<file path="src/rtl/mem_port_arbiter.sv">
// Arbitrates one single-ported memory between instruction fetch (I) and load/store (D) requesters.
// Optional macro ARB_ROUND_ROBIN_EN: alternate grants on a tie; when undefined, D wins every tie.
module mem_port_arbiter #(
  parameter int unsigned TIMEOUT_CYC = 64
) (
  input  logic        Clk,
  input  logic        Reset,
  input  logic        IReq,
  input  logic [31:0] IAddr,
  output logic        IAck,
  output logic [31:0] IRData,
  input  logic        DReq,
  input  logic        DWrite,
  input  logic [31:0] DAddr,
  input  logic [31:0] DWData,
  input  logic [1:0]  DBHW,
  output logic        DAck,
  output logic [31:0] DRData,
  output logic        Err,
  output logic        Busy,
  output logic        MemReq,
  output logic        MemWrite,
  output logic [31:0] MemAddr,
  output logic [31:0] MemWData,
  output logic [1:0]  MemBHW,
  input  logic        MemAck,
  input  logic [31:0] MemRData
);

  typedef enum logic [1:0] {IDLE, BUSY, RESP} state_t;

  localparam logic [15:0] TimerLast = 16'(TIMEOUT_CYC - 1);

  state_t      state_q, state_d;
  logic        owner_d_q, owner_d_d;   // 1 = D owns the access, 0 = I
  logic        last_d_q, last_d_d;
  logic [15:0] timer_q, timer_d;
  logic        mem_req_q, mem_req_d;
  logic        mem_write_q, mem_write_d;
  logic [31:0] mem_addr_q, mem_addr_d;
  logic [31:0] mem_wdata_q, mem_wdata_d;
  logic [1:0]  mem_bhw_q, mem_bhw_d;
  logic        iack_q, iack_d;
  logic        dack_q, dack_d;
  logic        err_q, err_d;
  logic        busy_q, busy_d;
  logic [31:0] irdata_q, irdata_d;
  logic [31:0] drdata_q, drdata_d;
  logic        gnt_d;

  always_comb begin
    state_d     = state_q;
    owner_d_d   = owner_d_q;
    last_d_d    = last_d_q;
    timer_d     = timer_q;
    mem_req_d   = mem_req_q;
    mem_write_d = mem_write_q;
    mem_addr_d  = mem_addr_q;
    mem_wdata_d = mem_wdata_q;
    mem_bhw_d   = mem_bhw_q;
    irdata_d    = irdata_q;
    drdata_d    = drdata_q;
    iack_d      = 1'b0;
    dack_d      = 1'b0;
    err_d       = 1'b0;
    gnt_d       = 1'b0;

    unique case (state_q)
      IDLE: begin
        if (IReq || DReq) begin
          if (IReq && DReq) begin
`ifdef ARB_ROUND_ROBIN_EN
            gnt_d = ~last_d_q;
`else
            gnt_d = 1'b1;
`endif
          end else begin
            gnt_d = DReq;
          end
          // Fetches are always plain word reads regardless of the D-side fields.
          mem_addr_d  = gnt_d ? DAddr  : IAddr;
          mem_wdata_d = gnt_d ? DWData : 32'd0;
          mem_write_d = gnt_d & DWrite;
          mem_bhw_d   = gnt_d ? DBHW   : 2'd2;
          mem_req_d   = 1'b1;
          owner_d_d   = gnt_d;
          last_d_d    = gnt_d;
          timer_d     = 16'd0;
          state_d     = BUSY;
        end
      end
      BUSY: begin
        if (MemAck) begin
          mem_req_d = 1'b0;
          if (owner_d_q) begin
            dack_d   = 1'b1;
            drdata_d = mem_write_q ? 32'd0 : MemRData;
          end else begin
            iack_d   = 1'b1;
            irdata_d = MemRData;
          end
          state_d = RESP;
        end else if ((TIMEOUT_CYC != 0) && (timer_q == TimerLast)) begin
          mem_req_d = 1'b0;
          err_d     = 1'b1;
          if (owner_d_q) begin
            dack_d   = 1'b1;
            drdata_d = 32'd0;
          end else begin
            iack_d   = 1'b1;
            irdata_d = 32'd0;
          end
          state_d = RESP;
        end else begin
          timer_d = timer_q + 16'd1;
        end
      end
      RESP: state_d = IDLE;
      default: state_d = IDLE;
    endcase

    busy_d = (state_d != IDLE);
  end

  always_ff @(posedge Clk or negedge Reset) begin
    if (!Reset) begin
      state_q     <= IDLE;
      owner_d_q   <= 1'b0;
      last_d_q    <= 1'b1;
      timer_q     <= 16'd0;
      mem_req_q   <= 1'b0;
      mem_write_q <= 1'b0;
      mem_addr_q  <= 32'd0;
      mem_wdata_q <= 32'd0;
      mem_bhw_q   <= 2'd2;
      iack_q      <= 1'b0;
      dack_q      <= 1'b0;
      err_q       <= 1'b0;
      busy_q      <= 1'b0;
      irdata_q    <= 32'd0;
      drdata_q    <= 32'd0;
    end else begin
      state_q     <= state_d;
      owner_d_q   <= owner_d_d;
      last_d_q    <= last_d_d;
      timer_q     <= timer_d;
      mem_req_q   <= mem_req_d;
      mem_write_q <= mem_write_d;
      mem_addr_q  <= mem_addr_d;
      mem_wdata_q <= mem_wdata_d;
      mem_bhw_q   <= mem_bhw_d;
      iack_q      <= iack_d;
      dack_q      <= dack_d;
      err_q       <= err_d;
      busy_q      <= busy_d;
      irdata_q    <= irdata_d;
      drdata_q    <= drdata_d;
    end
  end

  assign IAck     = iack_q;
  assign DAck     = dack_q;
  assign Err      = err_q;
  assign Busy     = busy_q;
  assign IRData   = irdata_q;
  assign DRData   = drdata_q;
  assign MemReq   = mem_req_q;
  assign MemWrite = mem_write_q;
  assign MemAddr  = mem_addr_q;
  assign MemWData = mem_wdata_q;
  assign MemBHW   = mem_bhw_q;

endmodule

</file>
<file path="config.mk">
export PLATFORM = sky130hd
export DESIGN_NAME = mem_port_arbiter
export DESIGN_NICKNAME = d
export VERILOG_FILES = /design/src/rtl/mem_port_arbiter.sv
export SDC_FILE = /design/constraint.sdc
export NUM_CORES = 1
export LEC_CHECK = 0
export CAP_MARGIN = 5
export CORE_ASPECT_RATIO = 1.75
export CORE_MARGIN = 2
export CORE_UTILIZATION = 45
export CTS_BUF_LIST = sky130_fd_sc_hd__clkbuf_4
export CTS_CLUSTER_SIZE = 12
export DETAILED_ROUTE_END_ITERATION = 16
export HOLD_SLACK_MARGIN = 0.03
export PLACE_DENSITY = 0.85
export SYNTH_ARGS = -nofsm -noshare
export SYNTH_HDL_FRONTEND = slang
export SYNTH_SLANG_ARGS = --single-unit
</file>
<file path="constraint.sdc">
create_clock -name Clk -period 3.4 [get_ports Clk]
set_input_delay 1.02 -clock Clk [delete_from_list [all_inputs] [get_ports Clk]]
set_output_delay 1.02 -clock Clk [all_outputs]
set_load 0.03 [all_outputs]
</file>
# == Word-level counts from Yosys, hierarchy flattened ==
# Cells that the tools add are included.
# totals
register_bits,155
inputBits,136
# op_classes
addsub,1
muxes,38
bitwise_logic,2
n_reduce_logical,11
n_eq_ne,6
# op_table
cell,n
two-way mux 32 bit,11
two-way mux 16 bit,3
one-hot mux 16 bit (2 select lines),1
two-way mux 1 bit,17
"adder 16 x 1 -> 16 bit, second input constant",1
"equality test 16 x 6 -> 1 bit, second input constant",1
AND reduction 3 bit,3
two-way mux 2 bit,4
"inequality test 2 bit, second input constant",3
nonzero test 2 bit,3
one-hot mux 2 bit (2 select lines),1
AND reduction 4 bit,1
"inequality test 3 bit, second input constant",1
"equality test 2 x 1 -> 1 bit, second input constant",1
logical NOT 2 bit,1
one-hot mux 1 bit (2 select lines),1
AND reduction 2 bit,1
bitwise AND 1 bit,1
logical AND 1 bit,1
logical OR 1 bit,1
NOT 1 bit,1

# == Depth between registers and ports, before layout ==
# Gate-level depths: netlist of the first run.
# logic_depth
word_depth,5
mapped_depth,8
ltp_nobuf,6

# == Least setup slack after synthesis of the first run ==
# No wires, ideal clock.
# synth_path
path_kind,input to register
start,in DReq
end,"reg mem_req_q, in the netlist MemReq"
slack_ns,1.093
arrival_time_ns,2.164
setup_time_ns,0.143
path_buffers,3
stages,5
path_cell_list,clkbuf_1 o21ai_0 clkbuf_1 buf_1 o21ai_0
# synth_between
elab_chain_len,3
# synth_lines
item,line_no,rtl
from (decl),12,"input logic DReq,"
logical OR 1 bit,70,if (IReq || DReq) begin
inequality test 2 bit (no line),n/a,
AND reduction 3 bit (no line),n/a,
to (signal assigned),147,mem_req_q <= mem_req_d;
to (decl),38,"logic mem_req_q, mem_req_d;"
# Every way passes these cells.
# A chain may end at the register's enable or synchronous reset.

# == Worst setup path in the final report of the first run ==
# layout_path
start,"reg mem_bhw_q[1], in the netlist MemBHW[1]"
end,out MemBHW[1]
# layout_lines
item,line_no,rtl
from (decl),42,"logic [1:0] mem_bhw_q, mem_bhw_d;"
from (signal assigned),151,mem_bhw_q <= mem_bhw_d;
to (decl),25,"output logic [1:0] MemBHW,"
# No word-level cell between the ends.

==> results_dict.tcl, run 1 <==
set metrics [dict create \
    status "completed" \
    ys.flop_type "dfrtp_1" \
    p_per_area_mw_per_mm2 986.1 \
    synth_warnings 0 \
    critPathMaxFanout 2 \
    portBuffers 271 \
    end_kind "output port" \
    insertion_delay_ns 0.55 \
    cpPeakStageDelay_ns 0.71 \
    met1_usage_pct 26.77 \
    coreArea_mm2 0.01331 \
    synth-compound-area-share_pct 20.44 \
    ys_seq_area_share_pct 63.64 \
    switching_share_pct 43.26 \
    gp_routability_congestion 0.8942 \
    fin_setup_tns_ns 0 \
    finClkSkew_ns 0.03671 \
    synth_area_mm2 0.006097 \
    final_nets 898 \
    grt_util_all_layers_pct 24.38 \
    worstPathArrival_ns 1.79 \
    pin_count 272 \
    grt_overflow 0 \
    cts-root-buf "clkbuf_4" \
    p_int_uw 5208 \
    worstPathCellList "clkdlybuf4s50_1" \
    ys_types 35 \
    path_clk_slew_ns 0.15 \
    drt_wl_total_mm 17.66 \
    postSynthAreaPerCell_um2 12.39 \
    fin_cells 949 \
    clock_tree.htree_level_count 4 \
    wl_per_cell_um 18.61 \
    crit_family "buffers and inverters" \
    drt_pass1_iterations 4 \
    critPathLaunchType "flop" \
    area_delta_synth_final_pct 52.66 \
    crit_slowest_cell "clkdlybuf4s50_1" \
    start_util_pct 45.80 \
    drv_cap 0 \
    worst-setup-path-type "flop to output port" \
    grt_antenna_before_repair 1 \
    drive_above_1_share_pct 7.106 \
    dp.final_hpwl_mm 13.07 \
    dieWidth_um 91.99 \
    synth_top_family_by_area "compound AO/OA/AOI/OAI gates" \
    fin_area_mm2 0.009308 \
    grt_pass1_wl_mm 27.73 \
    hold_class "input port to async pin" \
    die_area_mm2 0.01453 \
    mostFrequentLayoutCell "clkdlybuf4s50_1" \
    placed_area_mm2 0.008995 \
    grt_start_max_net_pins 79 \
    cts_tree "done" \
    yosys.area_share.adder_pct 0.2052 \
    drc 0 \
    cts_buffers 17 \
    synthXorXnorAreaFrac_pct 0.1436 \
    cts_sinks 155 \
    cp.required_ns 2.38 \
    use_met2_pct 43.52 \
    post_drt_via_cell_ratio 5.508 \
    rows 56 \
    worstRegToRegCells 7 \
    dp.cells 916 \
    hold_violations 0 \
    synth.area.mux_share_pct 5.418 \
    clockBufferDepth 2 \
    die_h_um 158.0 \
    power_leakage_uw 0.004133 \
    postCtsSetupBuffers 0 \
    met3_usage_pct 6.949 \
    synth_nets 629 \
    r2r-end "IRData[12]" \
    ys_async_sr_fraction_pct 100.0 \
    cts-resized-gates 0 \
    fmax_mhz 355.4 \
    synthSimpleGateAreaFrac_pct 7.265 \
    hold_buffers 0 \
    seq_power_share_pct 34.1 \
    synth-edff-count 0 \
    rrSetupSlack_ns 1.30 \
    r2r_start "timer_q[1]" \
    clkPwrFrac_pct 13.0 \
    ir_drop_mv 0.6789 \
    rsz0062_at_grt "false" \
    fillers 1002 \
    synthCells 492 \
    grt_pass1_vias 5516 \
    cp.buffers_inverters 1 \
    drt_iter0_markers 240 \
    vias 5227 \
    final_cell_mix "269 x clkdlybuf4s50_1, 154 x dfrtp_1, 98 x a22o_1, 52 x nand2_1, 51 x o21ai_0" \
    switchingPower_uw 3971 \
    timing.final.crit_share_pct 82.76 \
    grt_busiest_layer "met2" \
    min_period_ns 2.814 \
    max_slew_margin_pct 52.30 \
    ys_ff_latch 155 \
    setup_viol 0 \
    detail-route-antenna-nets 0 \
    tightest_slew_ns 0.7100 \
    pwr-share-comb_pct 52.9 \
    drv_slew 0 \
]
[how the worst max path moves through the flow]
stage,startpoint,to,slack [ns],cells past startpoint
after floorplan,DReq,MemReq,1.09,5
after global placement,IReq,MemAddr[4],0.85,4
after detailed placement,IReq,MemAddr[17],0.72,4
after CTS,MemBHW[1],MemBHW[1],0.52,1
after global routing,MemBHW[1],MemBHW[1],0.50,1
final,MemBHW[1],MemBHW[1],0.59,1
[cell families after synthesis]
logic type	Yosys count
AOI/OAI and AO/OA	169
xor gates and xnor gates	1
muxes	33
adders and majority gates	1
and+or+nand+nor	94
buffers and inverters	39
DFF	155
[through the flow]
step / hold slack, ns / total power (uW) / setup slack (ns) / utilization [%]
6_report: 0.3990 / 9179 / 0.5860 / 69.92
5_1_grt: 0.3943 / 9645 / 0.4998 / 69.92
4_1_cts: 0.3848 / 9235 / 0.5226 / 69.90
3_5_place_dp: 0.4718 / 8019 / 0.7198 / 67.57
3_3_place_gp: 0.4616 / 7891 / 0.8452 / 67.57
2_1_floorplan: 0.4648 / 5806 / 1.093 / -
[flip-flops by register name, indices dropped and copies added, names as in the netlist, 2 cells and up]
| name | flops |
|---|---|
| MemBHW | 2 |
| state_q | 2 |
| MemAddr | 32 |
| IRData | 32 |
| MemWData | 32 |
| timer_q | 16 |
| DRData | 32 |
[synth_stat cells (2+ instances only)]
cell | number | share of area [%]
a21oi_1 | 7 | 0.57
a22o_1 | 98 | 14
a31oi_1 | 3 | 0.31
and2_1 | 2 | 0.21
and3_1 | 4 | 0.41
buf_1 | 5 | 0.31
buf_2 | 6 | 0.49
buf_6 | 3 | 0.55
clkbuf_1 | 20 | 1.2
dfrtp_1 | 154 | 63
inv_1 | 5 | 0.31
mux2i_1 | 33 | 5.4
nand2_1 | 52 | 3.2
nand2b_1 | 2 | 0.21
nand3_1 | 7 | 0.57
nand4_1 | 4 | 0.41
nor2_1 | 13 | 0.80
nor3_1 | 4 | 0.33
o21ai_0 | 52 | 4.3
o22a_1 | 2 | 0.29
o31ai_1 | 2 | 0.25
[power groups by stage]
stage / registers, uW / clock network (uW) / logic, uW
after detailed placement: 3140 / 0 / 4880
after global placement: 3110 / 0 / 4780
final: 3130 / 1200 / 4860
after CTS: 3120 / 1220 / 4890
after floorplan: 4630 / 0 / 1180
after global routing: 3220 / 1310 / 5120
[layer usage]
metal  routed length (um)  part of all wire [%]
met2                 9404                    53
met5                    0                     0
met1                 6299                    36
met4                  731                   4.1
met3                 1226                   6.9
[final cells by class]
cell class | count | area (um2) | area share, %
inverters | 5 | 18.77 | 0.2016
diodes | 1 | 2.502 | 0.02689
repair buffers | 284 | 2819 | 30.29
clock buffers | 18 | 135.1 | 1.452
clock inverters | 14 | 175.2 | 1.882
well taps | 174 | 217.7 | 2.339
flip-flops and latches | 155 | 3880 | 41.69
multi-input cells | 298 | 2059 | 22.13
(Power assumes the default switching activity.)
==> run 2: changes to the inputs <==
CORE_UTILIZATION = 43   (was 45)
PLACE_DENSITY = 0.82   (was 0.85)
clock period = 2.9 ns   (was 3.4 ns; I/O delays follow)
==> results_dict.tcl, run 2 (synthesized netlist as in run 1, its figures left out) <==
set metrics [dict create \
    status "completed" \
    drt_iter0_markers 309 \
    hold_buffers 0 \
    cts_tree "done" \
    timing.final.crit_share_pct 91.40 \
    finClkSkew_ns 0.03650 \
    drv_slew 0 \
    wl_per_cell_um 18.46 \
    critPathMaxFanout 2 \
    dp.final_hpwl_mm 12.89 \
    cts-resized-gates 0 \
    final_nets 898 \
    clock_tree.htree_level_count 4 \
    dp.cells 918 \
    detail-route-antenna-nets 0 \
    insertion_delay_ns 0.54 \
    grt_antenna_before_repair 1 \
    worstPathArrival_ns 1.78 \
    drt_pass1_iterations 4 \
    end_kind "output port" \
    crit_family "buffers and inverters" \
    worstPathCellList "clkdlybuf4s50_1" \
    hold_violations 0 \
    placed_area_mm2 0.009004 \
    vias 5178 \
    grt_start_max_net_pins 73 \
    min_period_ns 2.650 \
    worst-setup-path-type "flop to output port" \
    area_delta_synth_final_pct 53.17 \
    final_cell_mix "269 x clkdlybuf4s50_1, 154 x dfrtp_1, 98 x a22o_1, 52 x nand2_1, 51 x o21ai_0" \
    postCtsSetupBuffers 0 \
    drt_wl_total_mm 17.58 \
    cpPeakStageDelay_ns 0.69 \
    tightest_slew_ns 0.8289 \
    portBuffers 271 \
    die_h_um 161.5 \
    pin_count 272 \
    coreArea_mm2 0.01391 \
    cp.required_ns 2.03 \
    power_leakage_uw 0.004130 \
    grt_pass1_wl_mm 28.21 \
    drive_above_1_share_pct 7.106 \
    post_drt_via_cell_ratio 5.439 \
    start_util_pct 43.84 \
    die_area_mm2 0.01519 \
    fmax_mhz 377.3 \
    preCtsSetupSlack_ns 0.4265 \
    final_util_pct 67.15 \
    cp.buffers_inverters 1 \
    dieWidth_um 94.02 \
    fin_cells 952 \
    rsz0062_at_grt "false" \
    p_per_area_mw_per_mm2 1147 \
    rows 57 \
    drc 0 \
    grt_overflow 0 \
    critPathLaunchType "flop" \
    grt_pass1_vias 5527 \
    setup_ws_ns 0.2495 \
    grt_util_all_layers_pct 23.80 \
    hold_class "input port to async pin" \
    drv_cap 0 \
    gp_routability_congestion 0.8823 \
    mostFrequentLayoutCell "clkdlybuf4s50_1" \
    clockBufferDepth 2 \
    cts-root-buf "clkbuf_4" \
    ir_drop_mv 0.6191 \
    max_slew_margin_pct 44.32 \
    cts_sinks 155 \
    fin_setup_tns_ns 0 \
    path_clk_slew_ns 0.17 \
    fin_area_mm2 0.009339 \
    crit_slowest_cell "clkdlybuf4s50_1" \
    setup_viol 0 \
    cts_buffers 17 \
]
-- run 2: worst paths after layout --
kind,depth (start not counted),to,from,slack (ns)
min in group Clk,2,MemAddr[2],MemAddr[2],0.49
max in group asynchronous,2,MemBHW[1],Reset,1.94
max reg2reg,6,timer_q[3],state_q[1],0.80
max,1,MemBHW[1],MemBHW[1],0.25
min,1,MemAddr[16],Reset,0.21
min reg2reg,2,MemAddr[2],MemAddr[2],0.49
-- run 2: cell type report --
type / count / area, um2
fillers: 1062 / 4568
flip-flops and latches: 155 / 3880
repair buffers: 284 / 2851
multi-input cells: 298 / 2059
well taps: 177 / 221.5
clock inverters: 15 / 177.7
clock buffers: 17 / 127.6
inverters: 5 / 18.77
diodes: 1 / 2.502
-- run 2: through the flow --
step / total power (uW) / hold slack [ns]
3_3_place_gp: 9245 / 0.4623
5_1_grt: 11300 / 0.1569
6_report: 10710 / 0.2057
2_1_floorplan: 6807 / 0.4648
3_5_place_dp: 9419 / 0.4717
4_1_cts: 10770 / 0.1643
-- run 2: layer usage --
layer | global-route usage (%) | wire (um) | up-vias | part of all wire [%]
li1 | - | - | 2354 | -
met2 | 41.17 | 9158 | 253 | 52
met5 | 0 | 0 | - | 0
met4 | 11.20 | 655 | 0 | 3.7
met1 | 26.63 | 6444 | 2531 | 37
met3 | 6.763 | 1320 | 40 | 7.5
-- run 2: power by group --
part / leakage, uW / internal, uW / switching, uW / total, uW
combinational: 0.00201 / 2480 / 3240 / 5720
clock: 0.000152 / 405 / 930 / 1330
sequential: 0.00197 / 3100 / 558 / 3650
total: 0.00413 / 5980 / 4730 / 10700
==> run 3: changes to the inputs <==
RECOVER_POWER = 100   (was default)
==> results_dict.tcl, run 3 (synthesized netlist as in run 1, its figures left out) <==
set metrics [dict create \
    max_slew_margin_pct -40.21 \
    violations "max-capacitance violations, max-slew violations" \
    worst-setup-path-type "flop to output port" \
    final_nets 898 \
    cp.buffers_inverters 1 \
    area_delta_synth_final_pct 52.55 \
    path_clk_slew_ns 0.16 \
    p_per_area_mw_per_mm2 1109 \
    insertion_delay_ns 0.55 \
    vias 5209 \
    mostFrequentLayoutCell "dfrtp_1" \
    cts-root-buf "clkbuf_4" \
    fillers 1073 \
    dp.final_hpwl_mm 12.89 \
    crit_family "buffers and inverters" \
    ir_drop_mv 0.5902 \
    hold_class "flop to flop" \
    power_leakage_uw 0.004319 \
    drive_above_1_share_pct 6.460 \
    coreArea_mm2 0.01391 \
    min_period_ns 2.728 \
    setup_viol 0 \
    cts-resized-gates 0 \
    die_h_um 161.5 \
    cts_tree "done" \
    die_area_mm2 0.01519 \
    grt_antenna_before_repair 1 \
    final_util_pct 66.88 \
    grt_start_max_net_pins 73 \
    fmax_mhz 366.6 \
    cts_sinks 155 \
    grt_pass1_wl_mm 28.21 \
    drt_pass1_iterations 4 \
    cpPeakStageDelay_ns 0.76 \
    status "finished, violations left" \
    end_kind "output port" \
    gp_routability_congestion 0.8823 \
    worstPathCellList "dlygate4sd3_1" \
    hold_violations 0 \
    drt_iter0_markers 301 \
    start_util_pct 43.84 \
    grt_overflow 0 \
    fin_setup_tns_ns 0 \
    grt_pass1_vias 5527 \
    drv_cap 1 \
    post_drt_via_cell_ratio 5.472 \
    drv_slew 36 \
    portBuffers 271 \
    detail-route-antenna-nets 0 \
    critPathMaxFanout 2 \
    hold_buffers 0 \
    clockBufferDepth 2 \
    dieWidth_um 94.02 \
    drc 0 \
    postCtsSetupBuffers 0 \
    wl_per_cell_um 18.49 \
    drt_wl_total_mm 17.60 \
    final_cell_mix "154 x dfrtp_1, 137 x dlygate4sd3_1, 132 x clkdlybuf4s50_1, 98 x a22o_1, 52 x nand2_1" \
    clock_tree.htree_level_count 4 \
    worstPathArrival_ns 1.86 \
    finClkSkew_ns 0.03198 \
    cp.required_ns 2.03 \
    cts_buffers 17 \
    pin_count 272 \
    crit_slowest_cell "dlygate4sd3_1" \
    timing.final.crit_share_pct 94.07 \
    rsz0062_at_grt "false" \
    tightest_slew_ns 2.103 \
    rows 57 \
    critPathLaunchType "flop" \
    grt_util_all_layers_pct 23.80 \
]
-- run 3: cell types whose count changed in the layout (fill, tap and decap cells not counted), sizes merged --
| cell | before | now |
|---|---|---|
| buf | 15 | 10 |
| clkbuf | 17 | 22 |
| clkdlybuf4s50 | 269 | 132 |
| dlygate4sd3 | 0 | 137 |
-- run 3: report_power, final --
part	internal, uW	switching (uW)
registers	3090	516
clock network	404	936
logic	2130	3230
total	5630	4690
-- run 3: through the flow --
stage	instance area, um2	cells	setup WS, ns	total power (uW)	hold slack (ns)
2_1_floorplan	6097	492	0.7428	6807	0.4648
3_3_place_gp	9004	918	0.5063	9245	0.4623
3_5_place_dp	9004	918	0.4265	9419	0.4717
4_1_cts	9309	950	0.1952	10770	0.1643
5_1_grt	9301	952	0.07361	10900	0.5272
6_report	9301	952	0.1720	10320	0.4881
-- run 3: worst paths after layout --
| check | slack [ns] | depth (start not counted) | startpoint | end |
|---|---|---|---|---|
| worst max-delay path | 0.17 | 1 | MemBHW[1] | MemBHW[1] |
| worst min-delay path | 0.49 | 2 | MemAddr[2] | MemAddr[2] |
| worst max register to register | 0.45 | 6 | timer_q[10] | DRData[2] |
| worst min register to register | 0.49 | 2 | MemAddr[2] | MemAddr[2] |
| max in group asynchronous | 0.62 | 2 | Reset | MemBHW[1] |
| min in group asynchronous | 0.91 | 1 | Reset | MemAddr[16] |
-- run 3: layout make-up --
cell class                 count  area [um2]  area share, %
timing repair buffer         284        2831          30.44
multi-input combinational    298        2042          21.95
sequential                   155        3880          41.71
antenna                        1       2.502        0.02690
inverter                       5       18.77         0.2018
clock inverter                15       177.7          1.910
tap                          177       221.5          2.381
clock buffer                  17       127.6          1.372
-- run 3: layer usage --
layer | vias up | part of all wire (%) | global-route usage, %
li1 | 2363 | - | -
met1 | 2557 | 37 | 26.63
met2 | 247 | 52 | 41.17
met3 | 42 | 7.5 | 6.763
met4 | 0 | 3.6 | 11.20
met5 | - | 0 | 0
